===== config.mk =====
export PLATFORM = sky130hd
export DESIGN_NAME = pipe_hazard_ctrl
export DESIGN_NICKNAME = d
export VERILOG_FILES = /design/src/rtl/pipe_hazard_ctrl_pkg.sv /design/src/rtl/pipe_hazard_ctrl_load_use_detect.sv /design/src/rtl/pipe_hazard_ctrl.sv
export SDC_FILE = /design/constraint.sdc
export NUM_CORES = 1
export LEC_CHECK = 0
export ABC_CLOCK_PERIOD_IN_PS = 6650
export CORE_AREA = 2 2 57 59
export CTS_BUF_LIST = sky130_fd_sc_hd__clkbuf_8
export DETAILED_ROUTE_END_ITERATION = 8
export DIE_AREA = 0 0 59 61
export GPL_ROUTABILITY_DRIVEN = 0
export PLACE_DENSITY = 0.84
export SETUP_SLACK_MARGIN = 0.3
export SLEW_MARGIN = 20
export SYNTH_ARGS = -nofsm -noshare
export SYNTH_HDL_FRONTEND = slang
export SYNTH_HIERARCHICAL = 1
export SYNTH_SLANG_ARGS = --single-unit

===== constraint.sdc =====
create_clock -name clk -period 6.65 [get_ports clk]
set_clock_uncertainty 0.1 [all_clocks]
set_input_delay 1.995 -clock clk [delete_from_list [all_inputs] [get_ports clk]]
set_output_delay 1.995 -clock clk [all_outputs]
set_load 0.005 [all_outputs]

===== src/rtl/pipe_hazard_ctrl_pkg.sv =====
// Shared types and defaults for the pipeline stall/flush sequencer.
package pipe_hazard_ctrl_pkg;

    localparam int REG_ADDR_W_DEF  = 5;
    localparam int CNT_W_DEF       = 16;
    localparam int MEM_TIMEOUT_DEF = 64;

    typedef enum logic [1:0] {
        ST_RUN      = 2'd0,
        ST_MEM_WAIT = 2'd1,
        ST_ERR      = 2'd2
    } hazard_state_t;

    typedef struct packed {
        logic pc_stall;
        logic if_id_stall;
        logic if_id_flush;
        logic id_ex_stall;
        logic id_ex_flush;
        logic ex_mem_stall;
        logic mem_wb_flush;
    } pipe_ctrl_t;

endpackage


===== src/rtl/pipe_hazard_ctrl_load_use_detect.sv =====
// Flags a load in EX whose destination is read by the instruction in ID.
module load_use_detect #(
    parameter int REG_ADDR_W = 5
) (
    input  logic [REG_ADDR_W-1:0] id_rs1_addr,
    input  logic                  id_rs1_re,
    input  logic [REG_ADDR_W-1:0] id_rs2_addr,
    input  logic                  id_rs2_re,
    input  logic                  ex_mem_read,
    input  logic [REG_ADDR_W-1:0] ex_write_addr,
    output logic                  hazard
);

    logic rs1_hit;
    logic rs2_hit;

    assign rs1_hit = id_rs1_re && (id_rs1_addr == ex_write_addr);
    assign rs2_hit = id_rs2_re && (id_rs2_addr == ex_write_addr);

    // x0 is hardwired to zero, so a load targeting it never creates a dependency
    assign hazard = ex_mem_read && (ex_write_addr != '0) && (rs1_hit || rs2_hit);

endmodule


===== src/rtl/pipe_hazard_ctrl.sv =====
// Stall/flush sequencer for the 5-stage pipeline: load-use, taken-branch and
// data-memory wait handling with a timeout watchdog and a stall-cycle counter.
module pipe_hazard_ctrl
    import pipe_hazard_ctrl_pkg::*;
#(
    parameter int REG_ADDR_W  = REG_ADDR_W_DEF,
    parameter int CNT_W       = CNT_W_DEF,
    parameter int MEM_TIMEOUT = MEM_TIMEOUT_DEF
) (
    input  logic                  clk,
    input  logic                  rst,
    input  logic [REG_ADDR_W-1:0] id_rs1_addr,
    input  logic                  id_rs1_re,
    input  logic [REG_ADDR_W-1:0] id_rs2_addr,
    input  logic                  id_rs2_re,
    input  logic                  ex_mem_read,
    input  logic [REG_ADDR_W-1:0] ex_write_addr,
    input  logic                  ex_branch_taken,
    input  logic                  mem_req,
    input  logic                  mem_ready,
    output logic                  pc_stall,
    output logic                  if_id_stall,
    output logic                  if_id_flush,
    output logic                  id_ex_stall,
    output logic                  id_ex_flush,
    output logic                  ex_mem_stall,
    output logic                  mem_wb_flush,
    output logic                  mem_err,
    output logic [CNT_W-1:0]      stall_cycles
);

    localparam int                WAIT_W    = $clog2(MEM_TIMEOUT);
    localparam logic [WAIT_W-1:0] WAIT_LAST = WAIT_W'(MEM_TIMEOUT - 1);

    hazard_state_t     state;
    hazard_state_t     next_state;
    logic [WAIT_W-1:0] wait_cnt;
    logic [CNT_W-1:0]  stall_cnt;
    logic              mem_wait;
    logic              load_use;
    pipe_ctrl_t        ctrl;

    assign mem_wait = mem_req && !mem_ready;

    load_use_detect #(
        .REG_ADDR_W(REG_ADDR_W)
    ) u_load_use (
        .id_rs1_addr  (id_rs1_addr),
        .id_rs1_re    (id_rs1_re),
        .id_rs2_addr  (id_rs2_addr),
        .id_rs2_re    (id_rs2_re),
        .ex_mem_read  (ex_mem_read),
        .ex_write_addr(ex_write_addr),
        .hazard       (load_use)
    );

    always_ff @(posedge clk) begin
        if (rst) state <= ST_RUN;
        else     state <= next_state;
    end

    always_comb begin
        next_state = state;
        case (state)
            ST_RUN:      if (mem_wait) next_state = ST_MEM_WAIT;
            ST_MEM_WAIT: begin
                if (!mem_wait)                  next_state = ST_RUN;
                else if (wait_cnt == WAIT_LAST) next_state = ST_ERR;
            end
            ST_ERR:      next_state = ST_ERR;
            default:     next_state = ST_RUN;
        endcase
    end

    // Priority: reset > error > memory wait > taken branch > load-use
    always_comb begin
        ctrl = '0;
        if (rst) begin
            ctrl.if_id_flush  = 1'b1;
            ctrl.id_ex_flush  = 1'b1;
            ctrl.mem_wb_flush = 1'b1;
        end else if (state == ST_ERR || mem_wait) begin
            ctrl.pc_stall     = 1'b1;
            ctrl.if_id_stall  = 1'b1;
            ctrl.id_ex_stall  = 1'b1;
            ctrl.ex_mem_stall = 1'b1;
            ctrl.mem_wb_flush = 1'b1;
        end else if (ex_branch_taken) begin
            ctrl.if_id_flush  = 1'b1;
            ctrl.id_ex_flush  = 1'b1;
        end else if (load_use) begin
            ctrl.pc_stall     = 1'b1;
            ctrl.if_id_stall  = 1'b1;
            ctrl.id_ex_flush  = 1'b1;
        end
    end

    always_ff @(posedge clk) begin
        if (rst || state != ST_MEM_WAIT) wait_cnt <= '0;
        else                             wait_cnt <= wait_cnt + 1'b1;
    end

    always_ff @(posedge clk) begin
        if (rst)                                   stall_cnt <= '0;
        else if (ctrl.pc_stall && stall_cnt != '1) stall_cnt <= stall_cnt + 1'b1;
    end

    assign pc_stall     = ctrl.pc_stall;
    assign if_id_stall  = ctrl.if_id_stall;
    assign if_id_flush  = ctrl.if_id_flush;
    assign id_ex_stall  = ctrl.id_ex_stall;
    assign id_ex_flush  = ctrl.id_ex_flush;
    assign ex_mem_stall = ctrl.ex_mem_stall;
    assign mem_wb_flush = ctrl.mem_wb_flush;
    assign mem_err      = (state == ST_ERR) && !rst;
    assign stall_cycles = rst ? '0 : stall_cnt;

endmodule


### Word level (Yosys, flattened, before mapping)

Cells that the tools add are included.

* flip-flop bits (word level): 24
* output and inout port bits: 24
* input bits: 23

* muxes and demuxes: 21
* equal/unequal tests: 9
* add/subtract/negate cells: 2
* reduce and logical (&&, ||, !) cells: 15

Operators by type and width (count)
* 16-bit by 1-bit adder with 16-bit output (second input constant): 1
* 16-bit two-way mux: 1
* 2-bit two-way mux: 8
* 16-bit inequality test (second input constant): 1
* 1-bit two-way mux: 11
* 5-bit equality test: 2
* 1-bit logical AND: 7
* 6-bit by 1-bit adder with 6-bit output (second input constant): 1
* 6-bit equality test (second input constant): 1
* 2-bit one-hot mux with 3 select lines: 1
* 5-bit nonzero test: 1
* 1-bit logical OR: 3
* 3-bit inequality test (second input constant): 1
* 2-bit by 1-bit equality test with 1-bit output (second input constant): 1
* 2-bit equality test (second input constant): 1
* 1-bit logical NOT: 2
* 2-bit logical NOT: 1
* 2-bit by 1-bit inequality test with 1-bit output (second input constant): 1
* 2-bit inequality test (second input constant): 1
* 2-bit AND reduction: 1

### Longest topological paths before layout

* depth after elaboration: 9
* mapped depth: 8

### Cells and area by module

The synthesis kept the hierarchy.

Modules (own cells, without submodules)
* pipe_hazard_ctrl: times used 1, area each 1303.8 um^2, seq. area each 480.5 um^2, cells an instance 153
* load_use_detect: times used 1, area each 133.9 um^2, seq. area each 0.0 um^2, cells an instance 17

### Least setup slack after synthesis

No wires, ideal clock.

* path type: in2out
* start: input ex_write_addr[0]
* end: output pc_stall
* stages on the path: 6
* path buffers: 1
* arrival: 3.087 ns
* path slack: 1.468 ns
* cells stage by stage: or4_1 -> o21ai_1 -> a21oi_1 -> nand2_2 -> nand2_1 -> buf_4

* word-level cells in the longest chain between the ends: 8
* elaborated cells between the ends (all ways): 12
* those cells by class: eq/ne (2); mux (4); reduce/logical (6)

Ends and longest elaborated chain
* start: declaration: RTL line pipe_hazard_ctrl.sv:17 `input logic [REG_ADDR_W-1:0] ex_write_addr,`
* 5-bit equality test, on equally long branches: RTL line pipe_hazard_ctrl_load_use_detect.sv:17, pipe_hazard_ctrl_load_use_detect.sv:18
* 1-bit logical AND, on equally long branches: RTL line pipe_hazard_ctrl_load_use_detect.sv:17, pipe_hazard_ctrl_load_use_detect.sv:18
* 1-bit logical OR: RTL line pipe_hazard_ctrl_load_use_detect.sv:21 `assign hazard = ex_mem_read && (ex_write_addr != '0) && (rs1_hit || rs2_hit);`
* 1-bit logical AND (*): RTL line pipe_hazard_ctrl_load_use_detect.sv:21
* net load_use: RTL line pipe_hazard_ctrl.sv:40 `logic load_use;`
* 2-bit two-way mux (*): RTL line pipe_hazard_ctrl.sv:91 `end else if (load_use) begin`
* 2-bit two-way mux (*): RTL line pipe_hazard_ctrl.sv:88 `end else if (ex_branch_taken) begin`
* 2-bit two-way mux (*): RTL line pipe_hazard_ctrl.sv:82 `end else if (state == ST_ERR || mem_wait) begin`
* 2-bit two-way mux (*): RTL line pipe_hazard_ctrl.sv:78 `if (rst) begin`
* end: declaration: RTL line pipe_hazard_ctrl.sv:21 `output logic pc_stall,`

Mark *: on every way through the listed nets, which the timed path passes. The rest lies on a longest branch.

### Worst setup path after layout

* start: input ex_write_addr[2]
* end: output if_id_stall

* word-level cells in the longest chain between the ends: 8
* elaborated cells between the ends (all ways): 12
* those cells by class: eq/ne (2); mux (4); reduce/logical (6)

Ends and longest elaborated chain
* 5-bit equality test, on equally long branches: RTL line pipe_hazard_ctrl_load_use_detect.sv:17, pipe_hazard_ctrl_load_use_detect.sv:18
* 1-bit logical AND, on equally long branches: RTL line pipe_hazard_ctrl_load_use_detect.sv:17, pipe_hazard_ctrl_load_use_detect.sv:18
* 1-bit logical OR: RTL line pipe_hazard_ctrl_load_use_detect.sv:21
* 1-bit logical AND (*): RTL line pipe_hazard_ctrl_load_use_detect.sv:21
* net load_use: RTL line pipe_hazard_ctrl.sv:40
* 2-bit two-way mux (*): RTL line pipe_hazard_ctrl.sv:91
* 2-bit two-way mux (*): RTL line pipe_hazard_ctrl.sv:88
* 2-bit two-way mux (*): RTL line pipe_hazard_ctrl.sv:82
* 2-bit two-way mux (*): RTL line pipe_hazard_ctrl.sv:78
* end: declaration: RTL line pipe_hazard_ctrl.sv:22 `output logic if_id_stall,`

Marks and branches as above.

==> reports/results.txt <==
endpoints failing setup = 0
Worst Max-Slew Pin Slew = 460 ps
Slew headroom = 69.1%
syn_nets = 195
status = completed
met2 wire length = 1.78 mm
multi-input logic area = 908 um2
peak supply drop = 0.141 mV
pwr/cell area = 156 nW/um2
Avg Cell Area, Syn = 8.46 um2
leakage = 0.000726 uW
endpoint type of the worst setup path = output pin
synth top area cells = dfxtp_1 (33%), nor2_1 (7.6%), xor2_1 (6.1%)
clock root buffer = clkbuf_8
IO Pins = 47
Worst path max stage delay = 500 ps
Core Util, Final = 67.6%
DR DRC count = 0
Detailed Routing Iterations Pass 1 = 4
GR Overflow Total = 0
Vias = 1334
Port Buffers = 46
Placed Instances = 243
nets = 240
Post-Layout Cell Count = 247
Hold Vio Cnt, Final = 0
TritonCTS clock tree = built
Die ar. = 3600 um2
#FFs+latches synth = 24
Hold Crit Class = reg -> reg
sequential element share of the synthesized area = 33.4%
Hold Slack = 365 ps
Synth warnings = 6
antenna violations before repair = 0
Yosys cell types = 41
WP data arrival = 3990 ps
length of routed wiring on met1 = 1.37 mm
CP most frequent cell = clkdlybuf4s50_1
crit path max fanout = 8
Top Layer Used = met3
WP data required = 4550 ps
Tmin final = 6090 ps
CP Launch Type = input port
kind of critical path = in -> out
crit-path cells = clkdlybuf4s50_1, xor2_1, nor4_2, nand3_1, a21oi_2, nand2_2, nand2_1, clkdlybuf4s50_1
htree depth = 1
ANT cells = 0
clock sinks = 24
largest net degree at the start of global routing = 20
Via density = 5.40
CTS buffer count = 3
Top FF cell, synth = dfxtp_1
dpl hpwl = 2.69 mm
initial core utilization = 48.7%
Slew Limit Fails = 0
ys async rst share = 0%
Die Span X = 59 um
core area = 2950 um2
WL met3 = 108 um
area leader, netlist = dfxtp_1
Clk Latency, worst-skew pair = 260 ps
WL per Instance = 13.2 um
Post-synth EDFFs = 0
Synth Cell Area = 1440 um2
area growth from synthesis to layout = 38.8%
CTS Buffer Depth = 2
Post-DRT Antenna Nets = 0
Period Utilization, post-route = 91.5%
FF/Latch Area = 480 um2
Layout fillers = 255
DR iter-0 viols = 45
WL final = 3.26 mm
post-synth top area share = 33.4%
Total GRT Usage = 20.5%
first-pass GRT wire length = 5.78 mm
Fmax achieved = 164 MHz
clock slew at reported path FFs = 90 ps
Rows = 20
layout cells sized above 1 = 11.2%
Final TNS setup = 0 ps
Worst path slowest cell = clkdlybuf4s50_1
vias in the first global route = 1357
maxcap violations = 0
RSZ-0062 raised after global routing = false
Die Ht = 61 um
Post-Synthesis Cells = 170
layout make-up:
| type | count | area share (%) |
|---|---|---|
| clock buffers | 3 | 2.07 |
| inverters | 5 | 0.940 |
| multi-input cells | 133 | 45.5 |
| well taps | 33 | 2.07 |
| flip-flops and latches | 24 | 24.1 |
| clock inverters | 1 | 1.50 |
| repair buffers | 48 | 23.8 |
worst paths after layout:
kind | slack (ps) | cells past startpoint | startpoint | to
worst max-delay path | 560 | 8 | ex_write_addr[2] | if_id_stall
worst min-delay path | 360 | 1 | wait_cnt[0] | wait_cnt[0]
worst max register to register | 4310 | 6 | stall_cnt[0] | stall_cnt[10]
worst min register to register | 360 | 1 | wait_cnt[0] | wait_cnt[0]
sequential cells by signal, indices dropped and copies added (netlist names):
signal / count
stall_cnt: 16
wait_cnt: 6
state: 2
per-stage QoR:
| step | area [um2] | setup slack (ps) | total power (uW) |
|---|---|---|---|
| 2_1_floorplan | 1440 | 1470 | 165 |
| 3_3_place_gp | 1910 | 528 | 185 |
| 3_5_place_dp | 1910 | 419 | 187 |
| 4_1_cts | 1990 | 414 | 312 |
| 5_1_grt | 2000 | 386 | 321 |
| 6_report | 2000 | 563 | 311 |
per-layer routing:
| layer | track usage [%] | up-vias |
|---|---|---|
| li1 | - | 671 |
| met1 | 23.5 | 641 |
| met2 | 39.7 | 22 |
| met3 | 4.48 | 0 |
| met4 | 2.92 | 0 |
| met5 | 0 | - |
critical path: cells and delay by family:
family / cells / cell delay (ps)
AOI/OAI and AO/OA: 1 / 170
and+or+nand+nor: 4 / 660
xor gates and xnor gates: 1 / 190
buffers and inverters: 2 / 970
cells by family after synthesis:
kind of cell / Yosys count / synth area share, %
mux: 9 / 7.22
buf+inv: 13 / 4.09
compound gates: 13 / 7.75
simple gates: 90 / 34.2
xor+xnor: 19 / 11.6
fa+ha+maj: 2 / 1.74
flops: 24 / 33.4
synth_stat cells, drive strengths merged (4+ instances only):
| cell | n |
|---|---|
| dfxtp | 24 |
| xor2 | 10 |
| inv | 5 |
| nor2 | 29 |
| nor2b | 12 |
| buf | 8 |
| a21oi | 4 |
| and3 | 5 |
| nand3 | 8 |
| nand4 | 9 |
| mux2 | 8 |
| nand2 | 11 |
| xnor2 | 9 |
| nor4 | 4 |
power by group:
part	internal, uW	switching, uW
Clock	80.4	46.9
Combinational	22.9	15.5
Sequential	145	0.901
repair_timing:
item / in CTS / in global routing
hold buffers: 0 / 0
setup endpoints to repair: 0 / 3
gates resized for setup: 0 / 2
buffers inserted: 0 / 0
placed cells by master (no fill, tap or decap), drive strengths merged, types with 5 or more instances in the layout:
cell type and n:
xnor2 9, dfxtp 24, clkdlybuf4s50 46, inv 5
nor2b 12, nand4 9, nand3 8, nand2 11
mux2 8, nor2 29, xor2 10, and3 5
Power figures use the tool's default switching activity.
